<file path="config.mk">
export PLATFORM = sky130hd
export DESIGN_NAME = cayde_regfile_mp
export DESIGN_NICKNAME = d
export VERILOG_FILES = /design/src/rtl/cayde_rf_pkg.sv /design/src/rtl/cayde_rf_rdport.sv /design/src/rtl/cayde_regfile_mp.sv
export SDC_FILE = /design/constraint.sdc
export NUM_CORES = 1
export LEC_CHECK = 0
export CORE_AREA = 2 2 350 352
export CTS_CLUSTER_DIAMETER = 30
export DETAILED_ROUTE_END_ITERATION = 7
export DIE_AREA = 0 0 352 354
export SETUP_SLACK_MARGIN = 0.05
export SLEW_MARGIN = 20
export SYNTH_ARGS = -nofsm -noshare
export SYNTH_HDL_FRONTEND = slang
export SYNTH_SLANG_ARGS = --single-unit
</file>
<file path="constraint.sdc">
create_clock -name clk -period 4.7 [get_ports clk]
set_input_delay 0.94 -clock clk [delete_from_list [all_inputs] [get_ports clk]]
set_output_delay 0.94 -clock clk [all_outputs]
set_load 0.02 [all_outputs]
</file>
<file path="src/rtl/cayde_rf_pkg.sv">
`default_nettype none
// ============================================================================
// Module   : cayde_rf_pkg
// Brief    : Shared types and constants for the cayde multi-port register file
// Revision : 1.0 - initial release
// ============================================================================
package cayde_rf_pkg;

    localparam int RV32I_NREGS  = 32;
    localparam int RV32E_NREGS  = 16;
    localparam int XLEN_DEFAULT = 32;

    typedef enum logic [1:0] {
        IDLE_CLR = 2'd0,
        CLEARING = 2'd1,
        READY    = 2'd2
    } rf_state_e;

endpackage
`default_nettype wire

</file>
<file path="src/rtl/cayde_rf_rdport.sv">
`default_nettype none
// ============================================================================
// Module   : cayde_rf_rdport
// Brief    : One register-file read port: array mux, write bypass, x0/clear mask
// Revision : 1.0 - initial release
// ============================================================================
module cayde_rf_rdport #(
    parameter  int XLEN   = 32,
    parameter  int NREGS  = 32,
    parameter  int NWR    = 1,
    parameter  int BYPASS = 1,
    localparam int AW     = $clog2(NREGS)
) (
    input  logic [AW-1:0]         i_raddr,
    input  logic [NREGS*XLEN-1:0] i_regs,
    input  logic [NWR*AW-1:0]     i_waddr,
    input  logic [NWR*XLEN-1:0]   i_wdata,
    input  logic [NWR-1:0]        i_wen,
    input  logic                  i_force_zero,
    output logic [XLEN-1:0]       o_rdata
);

    logic [XLEN-1:0] w_rdata;

    always_comb begin
        w_rdata = i_regs[int'(i_raddr)*XLEN +: XLEN];
        // Ascending scan so the highest-index matching write port wins.
        if (BYPASS != 0) begin
            for (int p = 0; p < NWR; p++) begin
                if (i_wen[p] && (i_waddr[p*AW +: AW] == i_raddr)) begin
                    w_rdata = i_wdata[p*XLEN +: XLEN];
                end
            end
        end
        if (i_force_zero || (i_raddr == '0)) begin
            w_rdata = '0;
        end
    end

    assign o_rdata = w_rdata;

endmodule
`default_nettype wire

</file>
<file path="src/rtl/cayde_regfile_mp.sv">
`default_nettype none
// ============================================================================
// Module   : cayde_regfile_mp
// Brief    : Parametrised multi-port integer register file with clear engine
// Revision : 1.0 - initial release
// ============================================================================
module cayde_regfile_mp
    import cayde_rf_pkg::*;
#(
    parameter  int XLEN   = XLEN_DEFAULT,
    parameter  int NREGS  = RV32I_NREGS,
    parameter  int NRD    = 2,
    parameter  int NWR    = 1,
    parameter  int BYPASS = 1,
    localparam int AW     = $clog2(NREGS)
) (
    input  logic                 clk,
    input  logic                 rst,
    input  logic [NRD*AW-1:0]    raddr_i,
    output logic [NRD*XLEN-1:0]  rdata_o,
    input  logic [NWR*AW-1:0]    waddr_i,
    input  logic [NWR*XLEN-1:0]  wdata_i,
    input  logic [NWR-1:0]       wen_i,
    input  logic                 clr_req_i,
    output logic                 ready_o,
    output logic                 clr_busy_o
);

    localparam logic [AW-1:0] c_FIRST_IDX = AW'(1);
    localparam logic [AW-1:0] c_LAST_IDX  = AW'(NREGS - 1);

    rf_state_e             r_state;
    rf_state_e             w_state_nxt;
    logic [AW-1:0]         r_clr_idx;
    logic [XLEN-1:0]       r_regs [1:NREGS-1];
    logic                  w_ready;
    logic                  w_busy;
    logic [NWR-1:0]        w_wen_q;
    logic [NREGS*XLEN-1:0] w_regs_flat;

    always_ff @(posedge clk) begin
        if (rst) begin
            r_state <= CLEARING;
        end else begin
            r_state <= w_state_nxt;
        end
    end

    always_comb begin
        w_state_nxt = r_state;
        case (r_state)
            IDLE_CLR: w_state_nxt = CLEARING;
            CLEARING: begin
                if (clr_req_i) begin
                    w_state_nxt = CLEARING;
                end else if (r_clr_idx == c_LAST_IDX) begin
                    w_state_nxt = READY;
                end else if (r_clr_idx == '0) begin
                    w_state_nxt = IDLE_CLR;
                end
            end
            READY: begin
                if (clr_req_i) begin
                    w_state_nxt = CLEARING;
                end
            end
            default: w_state_nxt = CLEARING;
        endcase
    end

    always_comb begin
        w_ready = 1'b0;
        w_busy  = 1'b0;
        case (r_state)
            READY:    w_ready = 1'b1;
            CLEARING: w_busy  = 1'b1;
            default:  ;
        endcase
    end

    assign ready_o    = w_ready;
    assign clr_busy_o = w_busy;

    // Index restarts at 1 on every entry into CLEARING and on any clear request.
    always_ff @(posedge clk) begin
        if (rst) begin
            r_clr_idx <= c_FIRST_IDX;
        end else if ((w_state_nxt == CLEARING) && ((r_state != CLEARING) || clr_req_i)) begin
            r_clr_idx <= c_FIRST_IDX;
        end else if (r_state == CLEARING) begin
            r_clr_idx <= r_clr_idx + 1'b1;
        end
    end

    // Storage is never reset; the clear engine zeroes one entry per cycle.
    always_ff @(posedge clk) begin
        if (w_busy) begin
            if (r_clr_idx != '0) begin
                r_regs[r_clr_idx] <= '0;
            end
        end else if (w_ready) begin
            for (int p = 0; p < NWR; p++) begin
                if (wen_i[p] && (waddr_i[p*AW +: AW] != '0)) begin
                    r_regs[waddr_i[p*AW +: AW]] <= wdata_i[p*XLEN +: XLEN];
                end
            end
        end
    end

    generate
        for (genvar i = 0; i < NREGS; i++) begin : g_flat
            if (i == 0) begin : g_zero
                assign w_regs_flat[0 +: XLEN] = '0;
            end else begin : g_entry
                assign w_regs_flat[i*XLEN +: XLEN] = r_regs[i];
            end
        end
    endgenerate

    assign w_wen_q = wen_i & {NWR{w_ready}};

    generate
        for (genvar k = 0; k < NRD; k++) begin : g_rd
            cayde_rf_rdport #(
                .XLEN   (XLEN),
                .NREGS  (NREGS),
                .NWR    (NWR),
                .BYPASS (BYPASS)
            ) u_rdport (
                .i_raddr      (raddr_i[k*AW +: AW]),
                .i_regs       (w_regs_flat),
                .i_waddr      (waddr_i),
                .i_wdata      (wdata_i),
                .i_wen        (w_wen_q),
                .i_force_zero (w_busy),
                .o_rdata      (rdata_o[k*XLEN +: XLEN])
            );
        end
    endgenerate

endmodule
`default_nettype wire

</file>
# --- Word-level counts from Yosys, hierarchy flattened ---
# Memories as Yosys holds them, arrays and structs flattened.
# Cells that the tools add are included.
totals:
  ff_bits: 7
  latch_bits: 0
  wordCells: 49
  mem_bits_ro: 0
  ram_bits: 992
  memories: 1
  in_bits: 51
classes:
  magnitude_cmp: 0
  n_addsub: 1
  bitwise_logic: 1
  n_reduce_logical: 14
  shift: 2
  muxes: 21
  div: 0
  n_eq_ne: 7
  multipliers: 0
memory_table:
  columns: ["name", "depth", "word_bits", "rd", "rd_clocked_by_memory_dff", "write_ports", "line_no", "rtl"]
  rows:
  - ["r_regs", 31, 32, 31, 0, 1, "cayde_regfile_mp.sv:35", "logic [XLEN-1:0] r_regs [1:NREGS-1];"]
op_table:
  columns: ["op", "n"]
  rows:
  - ["variable part select 1024 x 11 -> 32 bit", 2]
  - ["2-to-1 mux 32 bit", 5]
  - ["OR reduction 32 bit", 1]
  - ["logical NOT 5 bit", 3]
  - ["equality test 5 bit", 2]
  - ["2-to-1 mux 1 bit", 10]
  - ["nonzero test 5 bit", 2]
  - ["2-to-1 mux 2 bit", 4]
  - ["adder 5 x 1 -> 5 bit, second input constant", 1]
  - ["equality test 5 bit, second input constant", 1]
  - ["2-to-1 mux 5 bit", 1]
  - ["equality test 2 x 1 -> 1 bit, second input constant", 2]
  - ["logical AND 1 bit", 4]
  - ["case mux 2 bit (2 select lines)", 1]
  - ["logical OR 1 bit", 3]
  - ["equality test 2 bit, second input constant", 1]
  - ["!= test 2 x 1 -> 1 bit, second input constant", 1]
  - ["OR reduction 2 bit", 1]
  - ["AND 1 bit", 1]

# --- Longest topological paths before layout ---
# Gate-level depths: netlist of run 1.
depth:
  depth_word: 8
  mapped_depth: 10

# --- Cells and area by module ---
# Synthesis of run 1 repeated with hierarchy kept, for this count alone.
hier_totals:
  hier_cells: 2786
  area_unflattened_um2: 48451.5
by_module_without_submodules:
  columns: ["mod", "n_inst", "cells_per_inst", "area_each_um2"]
  rows:
  - ["cayde_regfile_mp", 1, 1172, 31059.8]
  - ["cayde_rf_rdport", 2, 807, 8695.8]

# --- Worst setup path after synthesis of run 1 ---
# OpenSTA, ideal clock, no wires.
synth_timing:
  path_kind: "input to register"
  start: "input waddr_i[0]"
  end: "memory r_regs[13][0], enable pin"
  t_required_ns: 4.279
  path_slack_ns: 0.767
  arrival_time_ns: 3.512
  path_buffers: 2
  stages: 7
  cell_sequence: "clkbuf_1 nor2_1 a211oi_2 buf_2 nand2_1 o32a_1 nor2_1"
synth_via:
  elab_chain_cells: 8
  elab_cells_between_ends: 9
  cone_classes: "mux (6); reduce/logical (3)"
synth_lines:
  columns: ["element", "line_no", "rtl"]
  rows:
  - ["start: declaration", "cayde_regfile_mp.sv:21", "input logic [NWR*AW-1:0] waddr_i,"]
  - ["nonzero test 5 bit", "cayde_regfile_mp.sv:103", "if (wen_i[p] && (waddr_i[p*AW +: AW] != '0)) begin"]
  - ["logical AND 1 bit", "cayde_regfile_mp.sv:103", null]
  - ["2-to-1 mux 1 bit", "cayde_regfile_mp.sv:103", null]
  - ["2-to-1 mux 1 bit", "cayde_regfile_mp.sv:101", "end else if (w_ready) begin"]
  - ["2-to-1 mux 1 bit", "cayde_regfile_mp.sv:97", "if (w_busy) begin"]
  - ["2-to-1 mux 1 bit (not written as such)", "cayde_regfile_mp.sv:104", "r_regs[waddr_i[p*AW +: AW]] <= wdata_i[p*XLEN +: XLEN];"]
  - ["OR reduction 32 bit (no line)", null, null]
  - ["2-to-1 mux 5 bit (no line) / 2-to-1 mux 1 bit (equally long branches)", null, null]
  - ["end: declaration", "cayde_regfile_mp.sv:35", null]
# Several ways; a longest one is shown, not always the timed one.

# --- Final worst setup path of run 1 ---
layout_timing:
  start: "input raddr_i[8]"
  end: "output rdata_o[53]"
layout_via:
  elab_chain_cells: 4
  elab_cells_between_ends: 7
  cone_classes: "eq/ne (1); shift (1); mux (2); reduce/logical (3)"
layout_lines:
  columns: ["element", "line_no", "rtl"]
  rows:
  - ["start: declaration", "cayde_regfile_mp.sv:19", "input logic [NRD*AW-1:0] raddr_i,"]
  - ["parallel branches: the longest is 3 deep, another holds variable part select 1024 x 11 -> 32 bit", null, null]
  - ["2-to-1 mux 32 bit (*)", "cayde_rf_rdport.sv:35", "if (i_force_zero || (i_raddr == '0)) begin"]
  - ["end: declaration", "cayde_regfile_mp.sv:20", "output logic [NRD*XLEN-1:0] rdata_o,"]
# Every way passes the cells marked *.

==> results.json, run 1 <==
{
  "min-delay-start": "r_state[0]$_SDFF_PP1_",
  "grt_overflow": 0,
  "hp-class": "reg2reg",
  "p_leak_nw": 21.69,
  "preCtsSetupSlack_ns": -0.04284,
  "routedWlPerCell_um": 33.28,
  "slowest_stage": "nor4_1",
  "crit_start": "raddr_i[8]",
  "ys_top_cells_by_area": "edfxtp_1 (62%), mux4_2 (16%), mux2i_1 (5.6%), mux2_2 (1.5%), nor2_1 (1.3%)",
  "dp_cells": 4656,
  "postSynthCellCount": 2815,
  "path_delay_family": "buffers and inverters",
  "period_minus_slack_ns": 4.620,
  "min_period_over_period_pct": 98.29,
  "startpoint_type": "input port",
  "tritoncts": "yes",
  "netlist_area_mm2": 0.04800,
  "io_pins": 117,
  "die_w_um": 352,
  "power_frac_seq_pct": 37.4,
  "synthDistinctLibCells": 71,
  "synth.avg_cell_area_um2": 17.05,
  "worstPathCellList": "clkdlybuf4s50_1, buf_4, buf_4, nand2_1, nor4_1, o32a_1, buf_4",
  "fp-row-count": 128,
  "r2r_slack_ns": 1.32,
  "register_area_mm2": 0.02993,
  "status": "completed",
  "grt_setup_unrepaired": "no",
  "worst_path_most_repeated_cell": "buf_4",
  "crit_type": "in2out",
  "track_usage_pct": 26.54,
  "antenna_found_initial": 2,
  "dr.pass1.iters": 6,
  "hold_viol_final": 0,
  "grt_max_degree": 49,
  "slew_headroom_pct": 30.31,
  "yosys.area.top_type_share_pct": 62.05,
  "cap_violations": 0,
  "drv_slew": 0,
  "numCtsBuffers": 198,
  "endpoint_kind": "primary output",
  "swShare_pct": 24.87,
  "clk_pin_slew_worst_paths_ns": 0.05,
  "synth_ff_type": "edfxtp_1",
  "crit_buf_inv": 4,
  "cell_internal_pwr_mw": 20.39,
  "async_flop_share_pct": 0,
  "synth-seq-cells": 999,
  "pwr-share-clk_pct": 52.5,
  "port_buffers": 116,
  "reg2regPathDepth": 7,
  "synth_most_common_cell": "edfxtp_1",
  "viasPerCell": 6.412,
  "power_density_mw_per_mm2": 448.4,
  "yosysTopAreaCell": "edfxtp_1",
  "synth_edf_count": 992,
  "diodes": 0,
  "cp_num_cells": 7,
  "final_cells": 5029,
  "yosys_warnings": 0,
  "core_area_mm2": 0.1209,
  "holdPathStages": 2,
  "dr.first_iter.drc_count": 4501,
  "clk_path_buf_depth": 3,
  "start_util_pct": 39.70,
  "p_comb_share_pct": 10.1,
  "die_h_um": 354,
  "ir_worst_vdd_mv": 0.4154,
  "grt_pass1_wl_um": 238700,
  "finClkSkew_ns": 0.02157,
  "grt_pass1_vias": 33320,
  "die-area_mm2": 0.1246,
  "whs_endpoint": "r_state[0]$_SDFF_PP1_",
  "final.fill_count": 9711,
  "yosysSeqAreaShare_pct": 62.35,
  "p_sw_mw": 6.749,
  "drc": 0,
  "finalWirelength_um": 167400,
  "fin_ws_ns": 0.08037,
  "h-tree-depth": 4,
  "hpwlAfterDp_um": 105200,
  "root_buffer": "clkbuf_16",
  "gp_congestion": 0.8773,
  "synthTopCellsByCount": "edfxtp_1 (992), mux4_2 (334), mux2i_1 (270)",
  "areaGrowthSynthToFinish_pct": 26.08,
  "setup_viol": 0,
  "routed-via-count": 32250,
  "cp_max_fo": 13,
  "drive_above_1_share_pct": 34.37,
  "cts_sinks": 999,
  "worst_pin_slew_ns": 1.040,
  "max_freq_mhz": 216.5,
  "multi_input_area_mm2": 0.01702,
  "drt.antenna.violating_nets": 0,
  "synth_nets": 2871,
  "required_ns": 3.76,
  "nets": 3288,
  "clk_latency_ns": 0.82,
  "reg2reg_from": "r_state[1]$_SDFF_PP0_",
  "reg2reg_to": "r_regs[20][6]$_DFFE_PP_",
  "slowest_delay_ns": 0.88,
  "critical_path_arrival_ns": 3.68
}
-- worst register-to-register path: stages (launching register included) --
cell and delay (ns):
dfxtp_1 0.40, ha_1 0.34, nand2_1 0.13, buf_4 0.17, a211oi_4 0.53, a22oi_1 0.32
nor2_4 0.82, buf_12 0.33
-- through the flow --
step	util (%)	power (mW)	hold WS [ns]	cell area (um2)	setup TNS [ns]
6_report	50.06	27.14	0.5745	60530	0
5_1_grt	50.06	27.82	0.6104	60530	0
4_1_cts	50.01	27.21	0.5791	60470	0
3_5_place_dp	44.29	12.98	0.5702	53550	-0.04284
3_3_place_gp	44.29	12.94	0.5302	53550	-0.03904
2_1_floorplan	-	11.80	0.5187	48000	0
-- final cells by class --
class	count	area share (%)
sequential	999	49.45
multi-input combinational	1570	28.12
clock buffer	216	8.438
timing repair buffer	448	7.601
tap	1625	3.359
clock inverter	156	2.931
inverter	15	0.09922
-- per-layer routing --
metal	track usage, %	share of wire, %
met5	0	0.0042
met4	12.15	4.5
met3	6.660	11
met2	41.67	47
met1	34.84	38
-- state kept, by name, indices dropped and copies added, names as in the netlist --
register and count:
r_clr_idx 5, r_regs 992, r_state 2
-- power groups by stage --
| stage | logic [mW] | clock network [mW] | registers (mW) |
|---|---|---|---|
| finish | 2.73 | 14.3 | 10.2 |
| detailed placement | 2.67 | 0 | 10.3 |
| floorplan | 1.52 | 0 | 10.3 |
| global route | 2.83 | 14.8 | 10.2 |
| global placement | 2.65 | 0 | 10.3 |
| CTS | 2.69 | 14.4 | 10.2 |
-- cell usage in the layout (no fill, tap or decap), types with 23 or more instances in the layout --
| master | count |
|---|---|
| edfxtp_1 | 992 |
| o221ai_1 | 66 |
| clkbuf_16 | 202 |
| clkinv_1 | 23 |
| clkinv_2 | 26 |
| bufinv_16 | 24 |
| and2_1 | 35 |
| a21oi_1 | 67 |
| a22o_1 | 28 |
| mux2_2 | 64 |
| clkinvlp_4 | 26 |
| nor2_1 | 139 |
| buf_12 | 76 |
| buf_4 | 276 |
| a221oi_1 | 46 |
| mux2i_1 | 270 |
| clkdlybuf4s50_1 | 69 |
| clkinv_4 | 25 |
| mux4_2 | 334 |
| nor2_4 | 31 |
| a22oi_1 | 83 |
| nor3_1 | 24 |
| nand2_1 | 69 |
| o22ai_1 | 78 |
-- how the worst max path moves through the flow --
stage | endpoint
CTS | rdata_o[9]
global route | rdata_o[61]
global placement | rdata_o[53]
detailed placement | rdata_o[53]
finish | rdata_o[53]
floorplan | r_regs[13][0]$_DFFE_PP_
-- cell families after synthesis --
family                     share of synthesized area, %
AOI/OAI and AO/OA                                 7.791
xor gates and xnor gates                         0.2372
adders and majority gates                        0.1303
buffers and inverters                             2.914
DFF                                               62.35
muxes                                             22.80
and+or+nand+nor                                   3.782
-- what timing repair did --
action                                  CTS  global route
pin swaps                                 1             0
resized for setup                        13            19
endpoints found under the setup margin   24            18
hold endpoints to repair                  0             0
hold buffers                              0             0
buffers inserted                          1             0
Power figures use the tool's default switching activity.
==> run 2, diff against run 1 <==
MAX_ROUTING_LAYER = met4   (was unset)
==> run 2 against run 1 <==
Effect of this change:
- register-to-register slack better by 0.13 ns
- via count hardly changed
- clock power is 4% lower
- non-clock buffer count is 15 lower
- sequential share of layout area is 0.21 points higher
- core utilization is 0.21 points lower
- fmax is 0.30% higher
- worst setup slack better by 0.014 ns
- highest routed layer is now met4
==> results.json, run 2 (synthesis results as in run 1) <==
{
  "areaGrowthSynthToFinish_pct": 25.56,
  "max_freq_mhz": 217.1,
  "reg2reg_to": "r_regs[23][4]$_DFFE_PP_",
  "endpoint_kind": "primary output",
  "ir_worst_vdd_mv": 0.3660,
  "crit_start": "raddr_i[9]",
  "drc": 0,
  "io_pins": 117,
  "routedWlPerCell_um": 33.20,
  "multi_input_area_mm2": 0.01702,
  "final_cells": 5011,
  "min-delay-start": "r_state[0]$_SDFF_PP1_",
  "tritoncts": "yes",
  "crit_type": "in2out",
  "hp-class": "reg2reg",
  "clk_latency_ns": 0.80,
  "startpoint_type": "input port",
  "grt_pass1_vias": 32750,
  "slowest_delay_ns": 0.66,
  "root_buffer": "clkbuf_16",
  "min_period_over_period_pct": 98.00,
  "hpwlAfterDp_um": 104900,
  "cp_max_fo": 13,
  "drive_above_1_share_pct": 34.00,
  "nets": 3270,
  "cap_violations": 0,
  "slowest_stage": "clkdlybuf4s50_1",
  "whs_endpoint": "r_state[0]$_SDFF_PP1_",
  "r2r_slack_ns": 1.45,
  "final_cell_mix": "edfxtp_1 (992), mux4_2 (334), mux2i_1 (270)",
  "dr.pass1.iters": 6,
  "antenna_found_initial": 4,
  "grt_pass1_wl_um": 236600,
  "cts_setup_buffers": 0,
  "grt_overflow": 0,
  "critical_path_arrival_ns": 3.67,
  "clk_path_buf_depth": 3,
  "reg2reg_from": "r_state[1]$_SDFF_PP0_",
  "crit_buf_inv": 5,
  "fp-row-count": 128,
  "post-route-util_pct": 49.85,
  "die-area_mm2": 0.1246,
  "largest_reg_flops": 992,
  "core_area_mm2": 0.1209,
  "port_buffers": 116,
  "power.total_mw": 26.53,
  "numCtsBuffers": 195,
  "period_minus_slack_ns": 4.606,
  "dp_cells": 4642,
  "routed-via-count": 32240,
  "track_usage_pct": 27.24,
  "register_area_mm2": 0.02993,
  "top_register": "r_regs",
  "holdPathStages": 2,
  "gp_congestion": 0.8986,
  "grt_max_degree": 52,
  "clk_pin_slew_worst_paths_ns": 0.04,
  "status": "completed",
  "drt.antenna.violating_nets": 0,
  "die_w_um": 352,
  "cts_sinks": 999,
  "reg2regPathDepth": 10,
  "final.fill_count": 9798,
  "setup_viol": 0,
  "h-tree-depth": 4,
  "start_util_pct": 39.70,
  "power_density_mw_per_mm2": 440.2,
  "p_leak_nw": 21.27,
  "slew_headroom_pct": 28.26,
  "grt_setup_unrepaired": "no",
  "final_common_cell": "edfxtp_1",
  "worst_pin_slew_ns": 1.074,
  "finClkSkew_ns": 0.02529,
  "finalWirelength_um": 166400,
  "worstPathCellList": "buf_2, clkinv_1, buf_12, nor3_1, buf_4, a22o_1, a221oi_1, a31oi_1, clkdlybuf4s50_1",
  "reg_top3": "r_regs (992), r_clr_idx (5), r_state (2)",
  "path_delay_family": "buffers and inverters",
  "final.setup.tns_ns": 0,
  "dr.first_iter.drc_count": 4589,
  "required_ns": 3.76,
  "die_h_um": 354,
  "viasPerCell": 6.433,
  "hold_viol_final": 0,
  "drv_slew": 0
}
run 2: area by class of cell:
class                           instances  area share, %
Timing Repair Buffer                  433          7.695
Clock inverter                        155          2.564
Inverter                               15        0.09341
Tap cell                             1625          3.373
Sequential cell                       999          49.65
Antenna cell                            7        0.02906
Clock buffer                          207          8.347
Multi-Input combinational cell       1570          28.24
run 2: layer usage:
layer / share of wire, % / up-vias / GRT usage [%]
li1: - / 12830 / -
met1: 38 / 16830 / 35.22
met2: 47 / 2197 / 41.98
met3: 11 / 387 / 5.923
met4: 4.0 / 0 / 10.88
met5: 0 / - / -
run 2: worst max path at each step:
stage / endpoint / slack (ns) / cells after the start
floorplan: r_regs[13][0]$_DFFE_PP_ / 0.77 / 7
global placement: rdata_o[20] / 0.05 / 9
detailed placement: rdata_o[20] / 0.01 / 9
CTS: rdata_o[44] / 0.05 / 8
global route: rdata_o[61] / 0.05 / 8
finish: rdata_o[37] / 0.09 / 9
run 2: repair_timing:
| item | in CTS | in global routing |
|---|---|---|
| setup endpoints to repair | 17 | 22 |
| gates resized for setup | 5 | 9 |
| hold buffers | 0 | 0 |
run 2: where the power goes:
group,internal [mW],switching (mW),total [mW]
combinational,1.11,1.61,2.72
clock,8.76,4.89,13.7
sequential,10.0,0.134,10.2
total,19.9,6.64,26.5
run 2: metrics by stage:
step                      hold WS, ns  setup slack [ns]  area (um2)
after CTS                      0.6012           0.05446       60220
final                          0.5948           0.09398       60270
after global placement         0.5339           0.05114       53640
after global routing           0.6305           0.05102       60270
after floorplan                0.5187            0.7667       48000
after detailed placement       0.5846           0.01348       53640
run 2: worst reg2reg max path, stage by stage, from the launching register on:
cell and delay (ns):
dfxtp_1 0.34, inv_1 0.07, ha_2 0.37, buf_4 0.29, a211oi_4 0.10, buf_4 0.25, nor2_1 0.13, a2bb2oi_1 0.07
buf_4 0.19, nor2_4 0.80, buf_4 0.35
